$ cat src/rtl/magnitude_search.sv
// ============================================================================
// Module   : magnitude_search
// Brief    : Successive-approximation search that drives a magnitude
//            comparator's B operand and recovers the value on its A operand.
// Revision : 1.0 - initial release
// ============================================================================
`default_nettype none

module magnitude_search #(
    parameter int WIDTH  = 4,
    parameter int SETTLE = 1
) (
    input  logic             clk,
    input  logic             rst_n,
    input  logic             start,
    output logic [WIDTH-1:0] guess,
    input  logic             lt,
    input  logic             eq,
    input  logic             gt,
    output logic             busy,
    output logic             done,
    output logic [WIDTH-1:0] result,
    output logic             err
);

    localparam int c_idx_w = (WIDTH > 1) ? $clog2(WIDTH) : 1;
    localparam int c_cnt_w = (SETTLE > 1) ? $clog2(SETTLE) : 1;

    localparam logic [WIDTH-1:0]   c_one      = WIDTH'(1);
    localparam logic [WIDTH-1:0]   c_msb      = c_one << (WIDTH - 1);
    localparam logic [c_idx_w-1:0] c_idx_top  = c_idx_w'(WIDTH - 1);
    localparam logic [c_idx_w-1:0] c_idx_one  = c_idx_w'(1);
    localparam logic [c_cnt_w-1:0] c_cnt_init = c_cnt_w'(SETTLE - 1);
    localparam logic [c_cnt_w-1:0] c_cnt_one  = c_cnt_w'(1);

    typedef enum logic [0:0] {
        ST_IDLE = 1'b0,
        ST_RUN  = 1'b1
    } state_t;

    state_t             r_state,  w_state_nxt;
    logic [WIDTH-1:0]   r_trial,  w_trial_nxt;
    logic [c_idx_w-1:0] r_idx,    w_idx_nxt;
    logic [c_cnt_w-1:0] r_cnt,    w_cnt_nxt;
    logic [WIDTH-1:0]   r_guess,  w_guess_nxt;
    logic               r_busy,   w_busy_nxt;
    logic               r_done,   w_done_nxt;
    logic [WIDTH-1:0]   r_result, w_result_nxt;
    logic               r_err,    w_err_nxt;

    logic [1:0]         w_flag_cnt;
    logic [WIDTH-1:0]   w_trial_upd;
    logic [c_idx_w-1:0] w_idx_dec;
    logic               w_finish;

    assign w_flag_cnt  = {1'b0, lt} + {1'b0, eq} + {1'b0, gt};
    // gt means the target is above the guess, so the trial bit survives
    assign w_trial_upd = gt ? r_guess : r_trial;
    assign w_idx_dec   = r_idx - c_idx_one;

    always_ff @(posedge clk or negedge rst_n) begin
        if (!rst_n) begin
            r_state  <= ST_IDLE;
            r_trial  <= '0;
            r_idx    <= '0;
            r_cnt    <= '0;
            r_guess  <= '0;
            r_busy   <= 1'b0;
            r_done   <= 1'b0;
            r_result <= '0;
            r_err    <= 1'b0;
        end else begin
            r_state  <= w_state_nxt;
            r_trial  <= w_trial_nxt;
            r_idx    <= w_idx_nxt;
            r_cnt    <= w_cnt_nxt;
            r_guess  <= w_guess_nxt;
            r_busy   <= w_busy_nxt;
            r_done   <= w_done_nxt;
            r_result <= w_result_nxt;
            r_err    <= w_err_nxt;
        end
    end

    always_comb begin
        w_state_nxt  = r_state;
        w_trial_nxt  = r_trial;
        w_idx_nxt    = r_idx;
        w_cnt_nxt    = r_cnt;
        w_guess_nxt  = r_guess;
        w_busy_nxt   = r_busy;
        w_done_nxt   = 1'b0;
        w_result_nxt = r_result;
        w_err_nxt    = r_err;
        w_finish     = 1'b0;

        case (r_state)
            ST_IDLE: begin
                if (start) begin
                    w_trial_nxt = '0;
                    w_idx_nxt   = c_idx_top;
                    w_guess_nxt = c_msb;
                    w_cnt_nxt   = c_cnt_init;
                    w_err_nxt   = 1'b0;
                    w_busy_nxt  = 1'b1;
                    w_state_nxt = ST_RUN;
                end
            end
            ST_RUN: begin
                if (r_cnt != '0) begin
                    w_cnt_nxt = r_cnt - c_cnt_one;
                end else if (w_flag_cnt != 2'd1) begin
                    w_err_nxt    = 1'b1;
                    w_result_nxt = r_guess;
                    w_finish     = 1'b1;
                end else if (eq) begin
                    w_result_nxt = r_guess;
                    w_finish     = 1'b1;
                end else begin
                    w_trial_nxt = w_trial_upd;
                    if (r_idx == '0) begin
                        w_result_nxt = w_trial_upd;
                        w_finish     = 1'b1;
                    end else begin
                        w_idx_nxt   = w_idx_dec;
                        w_guess_nxt = w_trial_upd | (c_one << w_idx_dec);
                        w_cnt_nxt   = c_cnt_init;
                    end
                end
            end
        endcase

        if (w_finish) begin
            w_busy_nxt  = 1'b0;
            w_done_nxt  = 1'b1;
            w_guess_nxt = '0;
            w_state_nxt = ST_IDLE;
        end
    end

    assign guess  = r_guess;
    assign busy   = r_busy;
    assign done   = r_done;
    assign result = r_result;
    assign err    = r_err;

endmodule

`default_nettype wire
$ cat config.mk
export PLATFORM = sky130hd
export DESIGN_NAME = magnitude_search
export DESIGN_NICKNAME = d
export VERILOG_FILES = /design/src/rtl/magnitude_search.sv
export SDC_FILE = /design/constraint.sdc
export NUM_CORES = 1
export LEC_CHECK = 0
export ABC_AREA = 1
export ABC_CLOCK_PERIOD_IN_PS = 2440
export BUFFER_PORTS_ARGS = -buffer_cell sky130_fd_sc_hd__buf_4
export CAP_MARGIN = 20
export CORE_UTILIZATION = 56
export CTS_CLUSTER_SIZE = 10
export DETAILED_ROUTE_END_ITERATION = 6
export HOLD_SLACK_MARGIN = 0.06
export PLACE_DENSITY = 0.88
export SLEW_MARGIN = 20
export SYNTH_ARGS = -nofsm -noshare
export SYNTH_HDL_FRONTEND = slang
export SYNTH_SLANG_ARGS = --single-unit
$ cat constraint.sdc
create_clock -name clk -period 2.44 [get_ports clk]
set_input_delay 0.366 -clock clk [delete_from_list [all_inputs] [get_ports clk]]
set_output_delay 0.366 -clock clk [all_outputs]
set_load 0.05 [all_outputs]
# Yosys cells after proc, flatten, opt, wreduce, memory -nomap -nowiden
# Cells that the tools add are included.
dict set report word_totals {
  ff_bits 19
  inputBits 6
}
dict set report classes {
  muxes 40
  n_addsub 4
  n_shift 1
  n_reduce_logical 9
  eq_ne 13
  bitwise_logic 3
}
# op n
set ops {}
lappend ops {{$mux W4} 14}
lappend ops {{$mux W1} 16}
lappend ops {{$pmux W4 S2} 2}
lappend ops {{$mux W2} 5}
lappend ops {{$ne A2 B2 Y1 const B} 5}
lappend ops {{$reduce_and A5 Y1} 2}
lappend ops {{$ne A3 B3 Y1 const B} 3}
lappend ops {{$ne A2 B1 Y1 const B} 3}
lappend ops {{$ne A3 B2 Y1 const B} 2}
lappend ops {{$reduce_and A3 Y1} 2}
lappend ops {{$or A4 B4 Y4} 1}
lappend ops {{$pmux W1 S2} 2}
lappend ops {{$pmux W2 S2} 1}
lappend ops {{$reduce_and A4 Y1} 1}
lappend ops {{$shl A1 B2 Y4 const A} 1}
lappend ops {{$reduce_bool A3 Y1} 1}
lappend ops {{$add A1 B1 Y2} 1}
lappend ops {{$add A2 B1 Y2} 1}
lappend ops {{$logic_not A2 Y1} 1}
lappend ops {{$not A1 Y1} 2}
lappend ops {{$reduce_and A2 Y1} 1}
lappend ops {{$reduce_bool A2 Y1} 1}
lappend ops {{$sub A2 B1 Y2 const B} 1}
lappend ops {{$sub A1 B1 Y1 const B} 1}

# Longest topological paths before layout
# Gate-level depths: netlist of run 1.
dict set report depth {
  word_depth 9
  mapped_depth 9
}

# Worst setup path after synthesis of run 1
# OpenSTA, ideal clock, no wires.
dict set report synth_path {
  kind {in2reg}
  start {in gt}
  end {reg r_idx[1]}
  cell_stages 9
  setup_ns 0.065
  slack_ns 0.891
  arrival_ns 1.484
  required_ns 2.375
  cell_sequence {inv_1 -> fa_1 -> inv_1 -> nand2_1 -> nor2_2 -> nand2_2 -> nand2_1 -> nand2_1 -> nand2_1}
}
dict set report synth_between {
  elab_chain_len 4
}
# element line_no
set synth_lines {}
lappend synth_lines {{start: declaration} 19} ;# input logic gt,
lappend synth_lines {{$add A2 B1 Y2} 56} ;# assign w_flag_cnt = {1'b0, lt} + {1'b0, eq} + {1'b0, gt};
lappend synth_lines {{$ne A2 B1 Y1} 112} ;# end else if (w_flag_cnt != 2'd1) begin
lappend synth_lines {{$ne A2 B2 Y1 (no line)} --}
lappend synth_lines {{$reduce_and A5 Y1 (no line)} --}
lappend synth_lines {{end signal: assignment} 75} ;# r_idx <= w_idx_nxt;
lappend synth_lines {{end: declaration} 43} ;# logic [c_idx_w-1:0] r_idx, w_idx_nxt;
# Every way passes these cells.
# A chain may end at the register's enable or synchronous reset.

# Worst setup path in the final report of run 1
dict set report layout_path {
  start {in gt}
  end {reg r_idx[0]}
}
# Same word-level chain as after synthesis.

==> flow_summary_export.csv, run 1 <==
group,metric,value,unit
status,status,"complete, no violations",
synthesis,muxShareOfSynthArea,0,%
synthesis,synth_fp_nets,129,
finish,fin_nets,151,
placement,hpwlAfterDp,1560,µm
synthesis,syn_avg_cell_area,7.68,µm²
finish,drive_above_1_share,17.3,%
grt,grt_overflow,0,
floorplanning,die_h,42.2,µm
timing,clock.fmax,630,MHz
synthesis,synth-seq-cells,18,
power_and_ir_drop,p_switching,305,µW
clock_tree,cts.sink_count,18,
detailed_routing,dr.pass1.iters,4,
clock_tree,cts_root_buffer,"clkbuf_4",
clock_tree,cts_resized,0,
clock_tree,clk_pin_slew,0.11,ns
critical_path,critPathArrivalTime,1.84,ns
floorplanning,die_area,0.00178,mm²
detailed_routing,vias,820,
clock_tree,cts_made_buffers,3,
finish,syn_to_final_growth,20.6,%
floorplanning,boundaryPins,17,
clock_tree,worstSkewPairLatency,0.30,ns
synthesis,synthAdderAreaFrac,7.73,%
grt,antenna_found_initial,0,
floorplanning,coreArea,0.00151,mm²
grt,grt_max_degree,19,
power_and_ir_drop,seq_power_share,44.8,%
critical_path,worstPathMaxFanout,6,
power_and_ir_drop,p_int,499,µW
power_and_ir_drop,power_leakage,0.000640,µW
timing,holdWs,0.347,ns
detailed_routing,finalWirelength,1990,µm
critical_path,critical_path.startpoint,"gt",
hold_path,hold_class,"in2reg",
power_and_ir_drop,pwr-share-comb,31.4,%
timing,hold_violations,0,
floorplanning,rows,14,
critical_path,crit_path_end_kind,"register",
hold_path,hold_end,"busy$_DFFE_PN0P_",
detailed_routing,drc,0,
floorplanning,die_w,42.2,µm
timing,worst_pin_slew,0.225,ns
synthesis,ys_warn_count,0,
timing,timing.final.crit_share,65.0,%
critical_path,critical_path_class,"in2reg",
timing,skew,0.00472,ns
clock_tree,cts_setup_buffers,0,
synthesis,synth_xor_area_share,0,%
run,maxCapViolCount,0,
synthesis,syn_inst,118,
detailed_routing,drt_iter0_drc,38,
clock_tree,hold_buffers,1,
power_and_ir_drop,irDropWorstVdd,0.441,mV
critical_path,reg2reg_slack,0.94,ns
critical_path,start_kind,"input port",
placement,gp_congestion,0.847,
critical_path,r2r-start,"r_idx[0]$_DFFE_PN0P_",
placement,io_buffers,16,
synthesis,synth_top_family_by_area,"simple AND/OR/NAND/NOR gates",
hold_path,holdCritStartpoint,"start",
clock_tree,clockBufferDepth,2,
power_and_ir_drop,p_clk_share,23.7,%
grt,grt_pass1_wl,3170,µm
timing,finalSetupTns,0,ns
hold_path,min_path_cells,3,
grt,grt_pass1_vias,775,
timing,slew_headroom,85.0,%
timing,final-max-slew-violation-count,0,
timing,grt_setup_unrepaired,"no",
timing,setup_violations,0,
detailed_routing,wl_per_cell,12.8,µm
critical_path,cp.required,2.69,ns
clock_tree,cts_tree,"yes",
timing,period_minus_slack,1.59,ns
power_and_ir_drop,power_density,736,mW/mm²
synthesis,synth_compound_area_share,3.87,%
synthesis,synth-simple-area-share,34.1,%
critical_path,timing.rr.end,"result[2]$_DFFE_PN0P_",
power_and_ir_drop,swShare,37.9,%
floorplanning,start_util,60.1,%
synthesis,synth_cell_types,12,
detailed_routing,ant_nets,0,
clock_tree,cts_htree_levels,1,
synthesis,ys_seq_area_share,49.7,%
detailed_routing,viasPerCell,5.29,
synthesis,syn-cell-area,906,µm²
finish,antenna_cells,0,
grt,track_usage,24.0,%
critical_path,worst_r2r_path_depth,8,
-- state kept, by name, indices dropped and copies added (netlist names) --
| register | cells |
|---|---|
| busy | 1 |
| guess | 4 |
| done | 1 |
| result | 4 |
| r_idx | 2 |
| err | 1 |
| r_trial | 4 |
| r_state | 1 |
-- how the worst max path moves through the flow --
stage | endpoint | slack (ns) | depth (start not counted)
6_report | r_idx[0]$_DFFE_PN0P_ | 0.85 | 10
5_1_grt | guess[2]$_DFFE_PN0P_ | 0.70 | 8
4_1_cts | r_idx[0]$_DFFE_PN0P_ | 0.85 | 10
3_5_place_dp | r_idx[0]$_DFFE_PN0P_ | 0.55 | 10
3_3_place_gp | guess[2]$_DFFE_PN0P_ | 0.58 | 8
2_1_floorplan | r_idx[1]$_DFFE_PN0P_ | 0.89 | 9
-- through the flow --
step	power, µW	instances	setup WS (ns)	cell area [µm²]	utilization (%)
final	804	155	0.854	1090	72.5
after global routing	838	155	0.702	1090	72.5
after CTS	804	155	0.855	1090	72.5
after detailed placement	617	150	0.554	1050	69.4
after global placement	611	150	0.585	1050	69.4
after floorplan	537	118	0.891	906	-
-- synth_stat cells, drive strengths merged --
master	n	area [µm²]
inv	11	41.3
nand3	6	30.0
fa	1	20.0
ha	4	50.1
nor2	7	36.3
dfrtp	18	450
nand2	64	243
o21ai	7	35.0
-- critical path, stage by stage --
cell and delay (ns):
buf_4 0.13, inv_1 0.13, fa_1 0.46, inv_1 0.09, nand2_1 0.08, nor2_2 0.20, nand2_2 0.14, nand2_1 0.12
nand2_1 0.06, nand2_1 0.05
-- layout by cell type (no fill, tap or decap) --
cell / n
nand2_1: 63
nor2_2: 1
clkbuf_4: 3
nand2_2: 1
nor2_4: 1
nor2_1: 5
fa_1: 1
clkbuf_8: 1
ha_1: 4
o21ai_0: 7
buf_4: 16
inv_1: 10
dlygate4sd3_1: 1
nand3_1: 6
inv_2: 1
dfrtp_1: 18
-- cell families (layout without fill, tap and decap cells) --
family | after synthesis | after routing
adders and majority gates | 5 | 5
buffers and inverters | 11 | 32
and+or+nand+nor | 77 | 77
AOI/OAI and AO/OA | 7 | 7
DFF | 18 | 18
-- metal layers --
metal  GRT usage (%)  part of all wire (%)  vias to the layer above
li1                -                     -                      403
met1            26.3                    41                      376
met2            41.5                    51                       32
met3            4.31                   4.9                        9
met4            16.3                   3.3                        0
met5               0                     0                        -
-- layout make-up --
class / instances / area (µm²)
multi-input cells: 89 / 414
fillers: 122 / 414
repair buffers: 17 / 130
clock buffers: 4 / 36.3
flip-flops and latches: 18 / 450
well taps: 16 / 20.0
inverters: 11 / 41.3
-- power by group through the flow --
stage               logic, µW  registers (µW)  clock network (µW)
global placement          247             365                   0
detailed placement        251             366                   0
global route              277             365                 196
CTS                       254             360                 190
finish                    253             361                 191
floorplan                95.7             441                   0
Power figures use the tool's default switching activity.
==> run 2, diff against run 1 <==
--- a/config.mk
+++ b/config.mk
@@ -6,14 +6,14 @@
 export NUM_CORES = 1
 export LEC_CHECK = 0
 export ABC_AREA = 1
-export ABC_CLOCK_PERIOD_IN_PS = 2440
+export ABC_CLOCK_PERIOD_IN_PS = 1500
 export BUFFER_PORTS_ARGS = -buffer_cell sky130_fd_sc_hd__buf_4
 export CAP_MARGIN = 20
-export CORE_UTILIZATION = 56
+export CORE_UTILIZATION = 52
 export CTS_CLUSTER_SIZE = 10
 export DETAILED_ROUTE_END_ITERATION = 6
 export HOLD_SLACK_MARGIN = 0.06
-export PLACE_DENSITY = 0.88
+export PLACE_DENSITY = 0.83
 export SLEW_MARGIN = 20
 export SYNTH_ARGS = -nofsm -noshare
 export SYNTH_HDL_FRONTEND = slang
==> constraint.sdc (replaced) <==
create_clock -name clk -period 1.5 [get_ports clk]
set_input_delay 0.225 -clock clk [delete_from_list [all_inputs] [get_ports clk]]
set_output_delay 0.225 -clock clk [all_outputs]
set_load 0.05 [all_outputs]
==> run 2 against run 1 <==
Die area rose by 7.3%. Clock power rose by 17%. Count of clock-buffer cells in the layout shrank 1. Utilization decreased by 0.60 points. Sequential cell count unchanged. Wire length is 4.0% lower. Global-route usage shrank 0.32 points. Clock skew is 0.0021 ns lower. Sequential share of layout area fell by 1.1 points. Hold slack worse by 0.11 ns. Highest routed layer unchanged.
==> flow_summary_export.csv, run 2 (same netlist as run 1, synthesis figures left out) <==
group,metric,value,unit
detailed_routing,vias,809,
detailed_routing,drt_iter0_drc,33,
critical_path,reg2reg_slack,0.11,ns
hold_path,min_path_cells,3,
floorplanning,coreArea,0.00156,mm²
finish,layout_commonest_cell,"nand2_1",
clock_tree,cts_htree_levels,1,
critical_path,critPathArrivalTime,1.57,ns
hold_path,hold_end,"busy$_DFFE_PN0P_",
power_and_ir_drop,irDropWorstVdd,0.958,mV
clock_tree,cts_tree,"yes",
finish,antenna_cells,0,
floorplanning,die_area,0.00191,mm²
floorplanning,die_h,43.7,µm
grt,antenna_found_initial,0,
placement,io_buffers,16,
power_and_ir_drop,power_leakage,0.000657,µW
timing,skew,0.00263,ns
run,maxCapViolCount,0,
critical_path,path_common_cell,"nand2_1",
timing,finalSetupTns,0,ns
placement,gp_congestion,0.879,
detailed_routing,ant_nets,0,
timing,hold_violations,0,
critical_path,crit_path_cell_trace,"inv_1 -> ha_1 -> nor2_1 -> nand2_1 -> nand2_1 -> inv_1 -> nand2_1 -> nand2_1",
timing,grt_setup_unrepaired,"no",
critical_path,crit_family,"flip-flops",
critical_path,start_kind,"register",
critical_path,crit_path_end_kind,"register",
timing,timing.final.crit_share,92.8,%
critical_path,cp_slowest_stage_delay,0.44,ns
finish,fin_nets,156,
detailed_routing,dr.pass1.iters,4,
floorplanning,die_w,43.7,µm
timing,period_minus_slack,1.39,ns
clock_tree,cts_setup_buffers,0,
detailed_routing,wl_per_cell,12.0,µm
clock_tree,clk_pin_slew,0.09,ns
placement,placed_area,0.00108,mm²
clock_tree,clockBufferDepth,2,
clock_tree,cts.sink_count,18,
critical_path,worst_r2r_path_depth,8,
grt,grt_max_degree,19,
timing,final-max-slew-violation-count,0,
hold_path,hold_class,"in2reg",
finish,fin_cells,159,
detailed_routing,viasPerCell,5.09,
clock_tree,cts_made_buffers,3,
hold_path,holdCritStartpoint,"start",
timing,slew_headroom,85.2,%
finish,fill_cells,122,
placement,place_inst,155,
finish,final_area,0.00112,mm²
floorplanning,rows,14,
detailed_routing,drc,0,
clock_tree,cts_root_buffer,"clkbuf_4",
power_and_ir_drop,power,1240,µW
floorplanning,boundaryPins,17,
finish,most-common-layout-cells,"nand2_1 (63), buf_4 (21), dfrtp_1 (18)",
timing,clock.fmax,718,MHz
floorplanning,start_util,58.1,%
critical_path,timing.rr.end,"result[0]$_DFFE_PN0P_",
grt,grt_overflow,0,
finish,drive_above_1_share,19.6,%
timing,setup_violations,0,
critical_path,r2r-start,"r_idx[0]$_DFFE_PN0P_",
timing,worst_pin_slew,0.223,ns
grt,grt_pass1_vias,802,
critical_path,worstPathMaxFanout,5,
status,status,"complete, no violations",
critical_path,cp_slowest_cell,"dfrtp_1",
critical_path,cp.required,1.68,ns
detailed_routing,finalWirelength,1910,µm
clock_tree,worstSkewPairLatency,0.28,ns
power_and_ir_drop,power_density,1110,mW/mm²
grt,grt_pass1_wl,3280,µm
critical_path,crit_buf_inv,2,
grt,track_usage,23.7,%
finish,final_util,71.9,%
critical_path,critical_path_class,"reg2reg",
finish,syn_to_final_growth,23.8,%
placement,hpwlAfterDp,1530,µm
-- run 2: cell count changes in the layout (fill, tap and decap cells not counted), sizes merged --
cell	previous run	this run
buf	16	21
clkbuf	4	3
-- run 2: power breakdown --
group	internal, µW	leakage [µW]	total, µW	switching, µW
registers	538	0.000233	584	45.5
logic	141	0.000411	433	293
clock network	93.2	0.0000138	224	130
total	772	0.000657	1240	469
-- run 2: how the worst max path moves through the flow --
stage,start,end,cells past startpoint
detailed placement,eq,r_idx[1]$_DFFE_PN0P_,10
global placement,eq,r_idx[1]$_DFFE_PN0P_,10
CTS,eq,r_idx[1]$_DFFE_PN0P_,10
floorplan,gt,r_idx[1]$_DFFE_PN0P_,9
finish,r_idx[0]$_DFFE_PN0P_,result[0]$_DFFE_PN0P_,8
global route,r_idx[0]$_DFFE_PN0P_,result[0]$_DFFE_PN0P_,8
-- run 2: worst min-delay path: cells and delay by family --
kind / cells / cell delay [ns]
AND/OR/NAND/NOR: 2 / 0.19
buffers and inverters: 1 / 0.08
-- run 2: layer usage --
metal	share of wire, %	track usage, %	vias to the layer above
met5	0	0	-
met4	0.68	8.75	0
met3	5.0	7.50	4
met2	53	41.2	26
met1	41	27.0	368
li1	-	-	411
-- run 2: cell type report --
type | count | area, µm² | area share (%)
Clock buffer | 3 | 22.5 | 2.01
Inverter | 11 | 41.3 | 3.68
Multi-Input combinational cell | 89 | 419 | 37.4
Sequential cell | 18 | 450 | 40.2
Tap cell | 16 | 20.0 | 1.79
Timing Repair Buffer | 22 | 168 | 15.0
-- run 2: timing repair --
action,4_1_cts,5_1_grt
hold buffers,1,0
resized for setup,0,1
setup endpoints to repair,0,1
hold endpoints to repair,18,0
-- run 2: stage by stage --
stage / hold WS, ns / setup slack, ns
after floorplan: -0.0706 / 0.0920
after global placement: 0.101 / -0.0782
after detailed placement: 0.102 / -0.179
after CTS: 0.241 / 0.108
after global routing: 0.265 / 0.0106
final: 0.239 / 0.108
==> run 3, diff against run 2 <==
--- a/config.mk
+++ b/config.mk
@@ -7,7 +7,7 @@
 export LEC_CHECK = 0
 export ABC_AREA = 1
 export ABC_CLOCK_PERIOD_IN_PS = 1500
-export BUFFER_PORTS_ARGS = -buffer_cell sky130_fd_sc_hd__buf_4
+export BUFFER_PORTS_ARGS = -buffer_cell sky130_fd_sc_hd__buf_2
 export CAP_MARGIN = 20
 export CORE_UTILIZATION = 52
 export CTS_CLUSTER_SIZE = 10
==> run 3 against run 2 <==
Clock skew down 0.0013 ns. Count of clock-buffer cells in the layout up 1. Sequential share of layout area up 0.96 points. Hold slack worse by 0.020 ns. First-iteration DRC count up 45%. Critical path depth unchanged. Die area unchanged. Sequential cell count unchanged. Fmax up 1.5%. Sequential power about the same. Final cell count up 0.63%. Global-route usage up 0.42 points. Critical path type unchanged.
==> flow_summary_export.csv, run 3 (same netlist as run 1, synthesis figures left out) <==
group,metric,value,unit
status,status,"complete, no violations",
power_and_ir_drop,p_clk_share,23.5,%
power_and_ir_drop,irDropWorstVdd,0.690,mV
grt,grt_pass1_wl,3300,µm
power_and_ir_drop,swShare,37.8,%
critical_path,reg2reg_slack,0.13,ns
clock_tree,clk_pin_slew,0.10,ns
timing,setup_violations,0,
timing,skew,0.00130,ns
critical_path,worstPathMaxFanout,5,
timing,timing.final.crit_share,91.4,%
grt,antenna_found_initial,0,
floorplanning,die_w,43.7,µm
grt,grt_max_degree,19,
finish,syn_to_final_growth,20.9,%
floorplanning,start_util,58.1,%
critical_path,r2r-start,"r_idx[0]$_DFFE_PN0P_",
hold_path,holdCritStartpoint,"start",
timing,final-max-slew-violation-count,0,
finish,fill_cells,128,
finish,most-common-layout-cells,"nand2_1 (63), dfrtp_1 (18), buf_2 (16)",
power_and_ir_drop,power_leakage,0.000657,µW
placement,gp_congestion,0.863,
detailed_routing,drt_iter0_drc,48,
finish,fin_nets,156,
critical_path,cp_slowest_stage_delay,0.43,ns
timing,worst_pin_slew,0.397,ns
timing,period_minus_slack,1.37,ns
finish,layout_commonest_cell,"nand2_1",
power_and_ir_drop,pwr-share-comb,31.4,%
power_and_ir_drop,p_switching,488,µW
detailed_routing,ant_nets,0,
critical_path,critPathArrivalTime,1.57,ns
finish,fin_cells,160,
floorplanning,die_h,43.7,µm
grt,grt_pass1_vias,807,
detailed_routing,viasPerCell,5.18,
power_and_ir_drop,power_density,1180,mW/mm²
floorplanning,rows,14,
floorplanning,die_area,0.00191,mm²
critical_path,path_common_cell,"nand2_1",
finish,antenna_cells,0,
critical_path,crit_path_end_kind,"register",
clock_tree,clockBufferDepth,2,
placement,io_buffers,16,
clock_tree,cts_made_buffers,3,
detailed_routing,dr.pass1.iters,4,
grt,track_usage,24.1,%
critical_path,crit_family,"flip-flops",
grt,grt_overflow,0,
detailed_routing,drc,0,
critical_path,critical_path_class,"reg2reg",
hold_path,hold_class,"in2reg",
placement,place_inst,155,
finish,drive_above_1_share,20.1,%
floorplanning,coreArea,0.00156,mm²
run,maxCapViolCount,0,
power_and_ir_drop,seq_power_share,45.1,%
critical_path,cp.required,1.70,ns
detailed_routing,wl_per_cell,12.1,µm
clock_tree,cts_htree_levels,1,
critical_path,crit_buf_inv,2,
critical_path,critical_path.startpoint,"r_idx[0]$_DFFE_PN0P_",
critical_path,cp_slowest_cell,"dfrtp_1",
clock_tree,cts_tree,"yes",
timing,finalSetupTns,0,ns
timing,hold_violations,0,
clock_tree,worstSkewPairLatency,0.30,ns
power_and_ir_drop,p_int,801,µW
placement,hpwlAfterDp,1430,µm
timing,clock.fmax,729,MHz
detailed_routing,vias,829,
critical_path,start_kind,"register",
timing,slew_headroom,73.5,%
critical_path,crit_path_cell_trace,"inv_1 -> ha_1 -> nor2_1 -> nand2_1 -> nand2_1 -> inv_1 -> nand2_1 -> nand2_1",
detailed_routing,finalWirelength,1930,µm
clock_tree,cts_root_buffer,"clkbuf_4",
floorplanning,boundaryPins,17,
clock_tree,cts.sink_count,18,
run 3: changes by cell type in the layout (fill, tap and decap cells not counted), sizes merged:
cell / before / now
clkbuf: 3 / 4
run 3: worst min-delay path: cells and delay by family:
| family | cells | cell delay, ns |
|---|---|---|
| and+or+nand+nor | 2 | 0.18 |
| buffers and inverters | 1 | 0.09 |
run 3: cell type report:
type	count	area (µm²)	share of cell area, %
Sequential cell	18	450	41.1
Clock buffer	4	36.3	3.31
Multi-Input combinational cell	89	419	38.3
Tap cell	16	20.0	1.83
Inverter	11	41.3	3.77
Timing Repair Buffer	22	128	11.7
run 3: routing by layer:
| layer | up-vias | share of wire (%) | global-route usage [%] | wire [µm] |
|---|---|---|---|---|
| met1 | 379 | 43 | 28.8 | 827 |
| met5 | - | 0 | 0 | 0 |
| met3 | 7 | 4.7 | 5.42 | 90 |
| met4 | 0 | 2.5 | 14.4 | 48 |
| met2 | 29 | 50 | 39.4 | 964 |
| li1 | 414 | - | - | - |
run 3: path summary, 6_finish.rpt:
kind | cells after the start | to
min in group asynchronous | 2 | r_trial[1]$_DFFE_PN0P_
worst min register to register | 2 | busy$_DFFE_PN0P_
worst min-delay path | 3 | busy$_DFFE_PN0P_
worst max-delay path | 8 | result[1]$_DFFE_PN0P_
max in group asynchronous | 2 | result[0]$_DFFE_PN0P_
worst max register to register | 8 | result[1]$_DFFE_PN0P_
run 3: what timing repair did:
item / in CTS / in global routing
buffers inserted: 0 / 0
endpoints found under the hold margin: 18 / 0
hold buffers: 1 / 0
endpoints found under the setup margin: 0 / 1
resized for setup: 0 / 1
run 3: power groups by stage:
stage	Combinational [µW]	Sequential, µW	Clock, µW
after floorplan	156	718	0
after global placement	389	588	0
after detailed placement	398	591	0
after CTS	402	581	309
after global routing	448	588	322
final	405	581	303
run 3: per-stage QoR:
stage / util, % / hold slack (ns) / setup slack, ns / power (µW) / cell area, µm²
2_1_floorplan: - / -0.0706 / 0.0920 / 873 / 906
3_3_place_gp: 66.9 / 0.170 / -0.0732 / 977 / 1040
3_5_place_dp: 66.9 / 0.175 / -0.172 / 989 / 1040
4_1_cts: 69.9 / 0.221 / 0.133 / 1290 / 1090
5_1_grt: 70.2 / 0.261 / -0.0380 / 1360 / 1090
6_report: 70.2 / 0.219 / 0.129 / 1290 / 1090
